==> config.mk <==
export PLATFORM = sky130hd
export DESIGN_NAME = reg_file
export DESIGN_NICKNAME = d
export VERILOG_FILES = /design/src/rtl/reg_file.sv
export SDC_FILE = /design/constraint.sdc
export NUM_CORES = 1
export LEC_CHECK = 0
export CAP_MARGIN = 20
export CORE_MARGIN = 2
export CORE_UTILIZATION = 64
export DETAILED_ROUTE_END_ITERATION = 10
export PLACE_DENSITY = 0.95
export REMOVE_ABC_BUFFERS = 1
export SLEW_MARGIN = 0
export SYNTH_ARGS = -nofsm -noshare
export SYNTH_HDL_FRONTEND = slang
export SYNTH_SLANG_ARGS = --single-unit
export TNS_END_PERCENT = 10
==> constraint.sdc <==
create_clock -name clk -period 7 [get_ports clk]
set_input_delay 2.1 -clock clk [delete_from_list [all_inputs] [get_ports clk]]
set_output_delay 2.1 -clock clk [all_outputs]
set_load 0.005 [all_outputs]
==> src/rtl/reg_file.sv <==
// reg_file: 16 x 8-bit general-purpose register file for the 8-bit CPU datapath.
//
// Two read ports feed the ALU operands with zero latency. One write port stores
// the ALU result on the rising clock edge. A third output continuously mirrors
// register OUT_REG as the CPU's visible result.
//
// Ports:
//   RA1, RA2      in   ADDR_W  read addresses, ports 1 and 2
//   WA            in   ADDR_W  write address
//   ALUResult     in   DATA_W  write data
//   clk           in   1       clock; all state changes on the rising edge
//   write_enable  in   1       write strobe, sampled at the rising edge
//   RD1, RD2      out  DATA_W  R[RA1], R[RA2] (combinational)
//   cpu_out       out  DATA_W  R[OUT_REG] (combinational)
//   reset         in   1       synchronous active-high reset; clears every register
//
// reset is last in the port list so that existing 9-port positional hookups still
// bind correctly.

module reg_file #(
  parameter int unsigned DATA_W  = 8,
  parameter int unsigned ADDR_W  = 4,
  parameter int unsigned OUT_REG = 15
) (
  input  logic [ADDR_W-1:0] RA1,
  input  logic [ADDR_W-1:0] RA2,
  input  logic [ADDR_W-1:0] WA,
  input  logic [DATA_W-1:0] ALUResult,
  input  logic              clk,
  input  logic              write_enable,
  output logic [DATA_W-1:0] RD1,
  output logic [DATA_W-1:0] RD2,
  output logic [DATA_W-1:0] cpu_out,
  input  logic              reset
);

  localparam int unsigned Depth = 2 ** ADDR_W;

  // Packed so the whole array can be cleared with a single '0.
  logic [Depth-1:0][DATA_W-1:0] regs_q, regs_d;

  // Next state: only the addressed register changes, and only when strobed.
  // Reset is applied in the flop process so it overrides a same-edge write.
  always_comb begin
    regs_d = regs_q;
    if (write_enable) begin
      regs_d[WA] = ALUResult;
    end
  end

  always_ff @(posedge clk) begin
    if (reset) begin
      regs_q <= '0;
    end else begin
      regs_q <= regs_d;
    end
  end

  // Reads come straight from the stored state: no write-to-read bypass, so a
  // same-address read shows the old value until the write edge.
  always_comb begin
    RD1     = regs_q[RA1];
    RD2     = regs_q[RA2];
    cpu_out = regs_q[OUT_REG];
  end

endmodule

[Word-level counts from Yosys, hierarchy flattened]
Cells that the tools add are included.
Storage, ports and cells
  register bits after elaboration: 128
  latch bits: 0
  bits in writable memories: 0
  bits in read-only memories: 0
  output and inout bits: 24
  memories: 0
Operators by class
  $add $sub $neg: 0
  $mul: 0
  div/mod/pow operators: 0
  magnitude comparators: 4
  equal/unequal tests: 0
  shift operators: 0
  mux-type cells: 7
  bitwise operators: 0
  reduce and logical (&&, ||, !) cells: 1
Operators with widths (count)
  bitwise mux 128 bit: 1
  binary-select mux 8 bit (select 4 bit): 2
  demux 8 bit (select 4 bit): 1
  2-to-1 mux 8 bit: 3
  less-than comparator 4 x 5 -> 1 bit, second input constant: 3
  >= comparator 4 x 1 -> 1 bit, second input constant: 1
  logical AND 1 bit: 1

[Depth between registers and ports, before layout]
  depth after elaboration: 5
  depth in mapped cells: 6
  depth with buffers taken out: 3

[Least setup slack after synthesis]
No wires, ideal clock.
  kind: input to output
  start: input port RA1[0]
  end: output port RD1[0]
  arrival time: 3.116 ns
  path slack: 1.784 ns
  cell stages on the path: 5
  path buffers: 2
  path through: buf_6 > buf_6 > mux4_2 > a22oi_1 > nand2_1
On the way
  longest elaborated chain between the ends: 2
Ends and longest elaborated chain
  start: declaration: RTL line 25  | input logic [ADDR_W-1:0] RA1,
  binary-select mux 8 bit (select 4 bit): RTL line 62  | RD1 = regs_q[RA1];
  2-to-1 mux 8 bit (not written as such): RTL line 62
  end: declaration: RTL line 31  | output logic [DATA_W-1:0] RD1,
Every way passes these cells. The select of a mux whose other input is x is not followed.

[Worst setup path after layout]
  start: input port RA2[0]
  end: output port RD2[2]
On the way
  longest elaborated chain between the ends: 2
Ends and longest elaborated chain
  start: declaration: RTL line 26  | input logic [ADDR_W-1:0] RA2,
  binary-select mux 8 bit (select 4 bit): RTL line 63  | RD2 = regs_q[RA2];
  2-to-1 mux 8 bit (not written as such): RTL line 63
  end: declaration: RTL line 32  | output logic [DATA_W-1:0] RD2,
Every way passes these cells. The select of a mux whose other input is x is not followed.

==> results.toml <==
[worst_setup_path]
r2r-end = "regs_q[14]$_SDFFE_PP0P_"
path_cells = "buf_2 -> buf_4 -> mux4_2 -> a22oi_1 -> nand2_1 -> clkdlybuf4s50_1"
worstRegToRegCells = 2
worst_ep_arrival_time_ns = 4.26
endpoint = "RD2[2]"
cp-startpoint = "RA2[0]"
worstPathMaxFanout = 15
startpoint_type = "input pin"
crit_required_ns = 4.90
timing.rr.start = "regs_q[14]$_SDFFE_PP0P_"
endpoint_kind = "output port"
max_stage_delay_ns = 0.51
critPathKind = "in -> out"
crit_path_top_delay_cell = "mux4_2"
regToRegSetupSlack_ns = 5.97

[synthesis]
synth.top_cells.by_area = "dfxtp_1, mux4_2, nand3_1"
synth_edf_count = 0
seq_area_frac_synth = 0.3604
syn_area_sq_um = 7111
synth.largest_area_cell = "dfxtp_1"
synthCells = 769
async_reset_ff_frac = 0
netlist.area_leader.share = 0.3604
synth_cell_types = 26
syn_avg_cell_area_sq_um = 9.247
ys_ff_latch = 128
postSynth.topFlopCell = "dfxtp_1"
yosys_warnings = 0

[job]
max_cap_viol_count = 0

[drt]
postRouteAntennaNets = 0
drt-pass1-iter-count = 11
drc = 9
first_iter_violations = 1955
wl_microns = 26820
via_per_inst = 8.368
vias = 7481
routedWlPerCell_microns = 29.99

[cts]
clk_path_buf_depth = 2
clkLatencyLatePin_ns = 0.54
clock_sinks = 128
cts-root-buf = "clkbuf_8"
cts.reportedPaths.clkPinSlew_ns = 0.06
cts_resized = 0
post-cts-setup-buffer-count = 0
postCtsHoldBufs = 0
cts_tree = "built"
htree_levels = 4
cts_made_buffers = 17

[layout]
diodes = 0
area_delta_synth_final_pct = 10.98
seq_area_sq_um = 2562
multi_input_area_sq_um = 3950
fillers = 685
fin_nets = 765
layout-drive-gt1-share = 0.1565

[global_routing]
grt_pass1_vias = 7286
grt_antenna_before_repair = 0
grt_max_degree = 81
gr-total-overflow = 0
track_usage = 0.4413
grt_pass1_wl_microns = 38650

[power_and_ir_drop]
irDropWorstVdd_mv = 0.1509
power_density_nw_per_um2 = 222.8
total_leakage_power_nw = 2.573

[sta]
rsz0062_at_grt = "false"
min_period_over_period = 0.9088
relSlewSlack = 0.2535
skew_ns = 0
fmax_mhz = 157.2
final_hold_viol_count = 0
worst_pin_slew_ns = 1.120
maxSlewViolCount = 0
fin_setup_tns_ns = 0
finalCriticalPeriod_ns = 6.361
hold_slack_ns = 0.4913
setup_viol_count_final = 0

[floorplan]
io-pin-count = 47
rows = 38
start_util = 0.6559
dieHeight_microns = 109.4
die_w_microns = 109.4
dieArea_sq_um = 11970
fp.coreArea_sq_um = 10840

[min_path]
hold_path_class = "reg -> reg"

[status]
status = "finished with violations"
violations = "design-rule violations"

[placement]
gp_congestion = 0.9151
dp_hpwl_microns = 13610
io_buffers = 46
## flip-flops by register name, summed over array words and instances, names as in the netlist
name / count
regs_q: 120
cpu_out: 8
## cells by family after synthesis
logic type      Yosys count  synth area share
compound gates          288            0.2140
buf+inv                 113           0.08517
flops                   128            0.3604
mux                      64            0.2080
simple gates            176            0.1325
## cells in the final DEF (no fill, tap or decap)
cell type / n
buf_4: 16
clkbuf_16: 16
and2_1: 3
clkbuf_1: 2
buf_2: 4
buf_8: 2
nor2_2: 1
clkbuf_8: 2
o21ai_1: 22
nor2_1: 2
clkinv_2: 5
a21oi_1: 128
and3_1: 2
bufinv_16: 1
buf_16: 2
or3b_4: 2
nand3_1: 130
nor2b_1: 4
and3b_1: 4
nor3b_4: 2
clkinvlp_4: 5
mux4_1: 10
clkdlybuf4s50_1: 41
nand2_1: 17
o21ai_0: 106
or2_2: 1
nand3b_1: 3
nor2b_2: 2
dfxtp_1: 128
a22oi_1: 32
buf_12: 2
nand2b_1: 2
mux4_2: 54
nand3b_2: 1
## through the flow
stage	utilization	instances	setup slack (ns)	area [sq um]	total power, mW
2_1_floorplan	-	656	2.068	6505	0.8273
3_3_place_gp	0.6714	859	0.8140	7278	0.9264
3_5_place_dp	0.6753	861	0.7410	7321	0.9371
4_1_cts	0.7240	892	0.7108	7849	1.721
5_1_grt	0.7280	894	0.6133	7891	1.776
6_report	0.7280	894	0.6386	7891	1.758
## final cells by class
cell class | instances | area share
multi-input cells | 528 | 0.5006
flip-flops and latches | 128 | 0.3247
repair buffers | 67 | 0.08562
clock buffers | 20 | 0.05518
well taps | 140 | 0.02220
clock inverters | 11 | 0.01173
## critical path: cells and delay by family
family / cells / cell delay, ns
buffers and inverters: 3 / 1.22
muxes: 1 / 0.51
AOI/OAI and AO/OA: 1 / 0.25
and+or+nand+nor: 1 / 0.17
## synth_stat cells (all sizes together) (4+ instances only)
master and count:
a21oi 128, a22oi 32, and3b 4, buf 50, clkbuf 63, dfxtp 128
mux4 64, nand2 17, nand3 130, nand3b 4, nor2b 6, o21ai 128
## where the power goes
group	leakage, nW	total [mW]	switching (mW)	internal, mW
sequential	1.03	0.747	0.00855	0.738
clock	0.248	0.814	0.340	0.474
combinational	1.29	0.197	0.137	0.0610
## worst min path at each step
| stage | from | cells after the start | slack [ns] | endpoint |
|---|---|---|---|---|
| final | regs_q[13]$_SDFFE_PP0P_ | 2 | 0.49 | regs_q[13]$_SDFFE_PP0P_ |
| after global routing | regs_q[12]$_SDFFE_PP0P_ | 2 | 0.52 | regs_q[12]$_SDFFE_PP0P_ |
| after global placement | regs_q[2]$_SDFFE_PP0P_ | 2 | 0.47 | regs_q[2]$_SDFFE_PP0P_ |
| after floorplan | regs_q[112]$_SDFFE_PP0P_ | 2 | 0.45 | regs_q[112]$_SDFFE_PP0P_ |
| after CTS | regs_q[13]$_SDFFE_PP0P_ | 2 | 0.48 | regs_q[13]$_SDFFE_PP0P_ |
| after detailed placement | regs_q[13]$_SDFFE_PP0P_ | 2 | 0.48 | regs_q[13]$_SDFFE_PP0P_ |
## routing by layer
layer	vias to the layer above	wire, microns	track usage
met2	965	11580	0.6442
met1	3315	7835	0.4998
li1	2837	-	-
met4	0	2874	0.3761
met5	-	0	0
met3	364	4526	0.1808
Note: power is estimated with default switching activity, not from simulation.
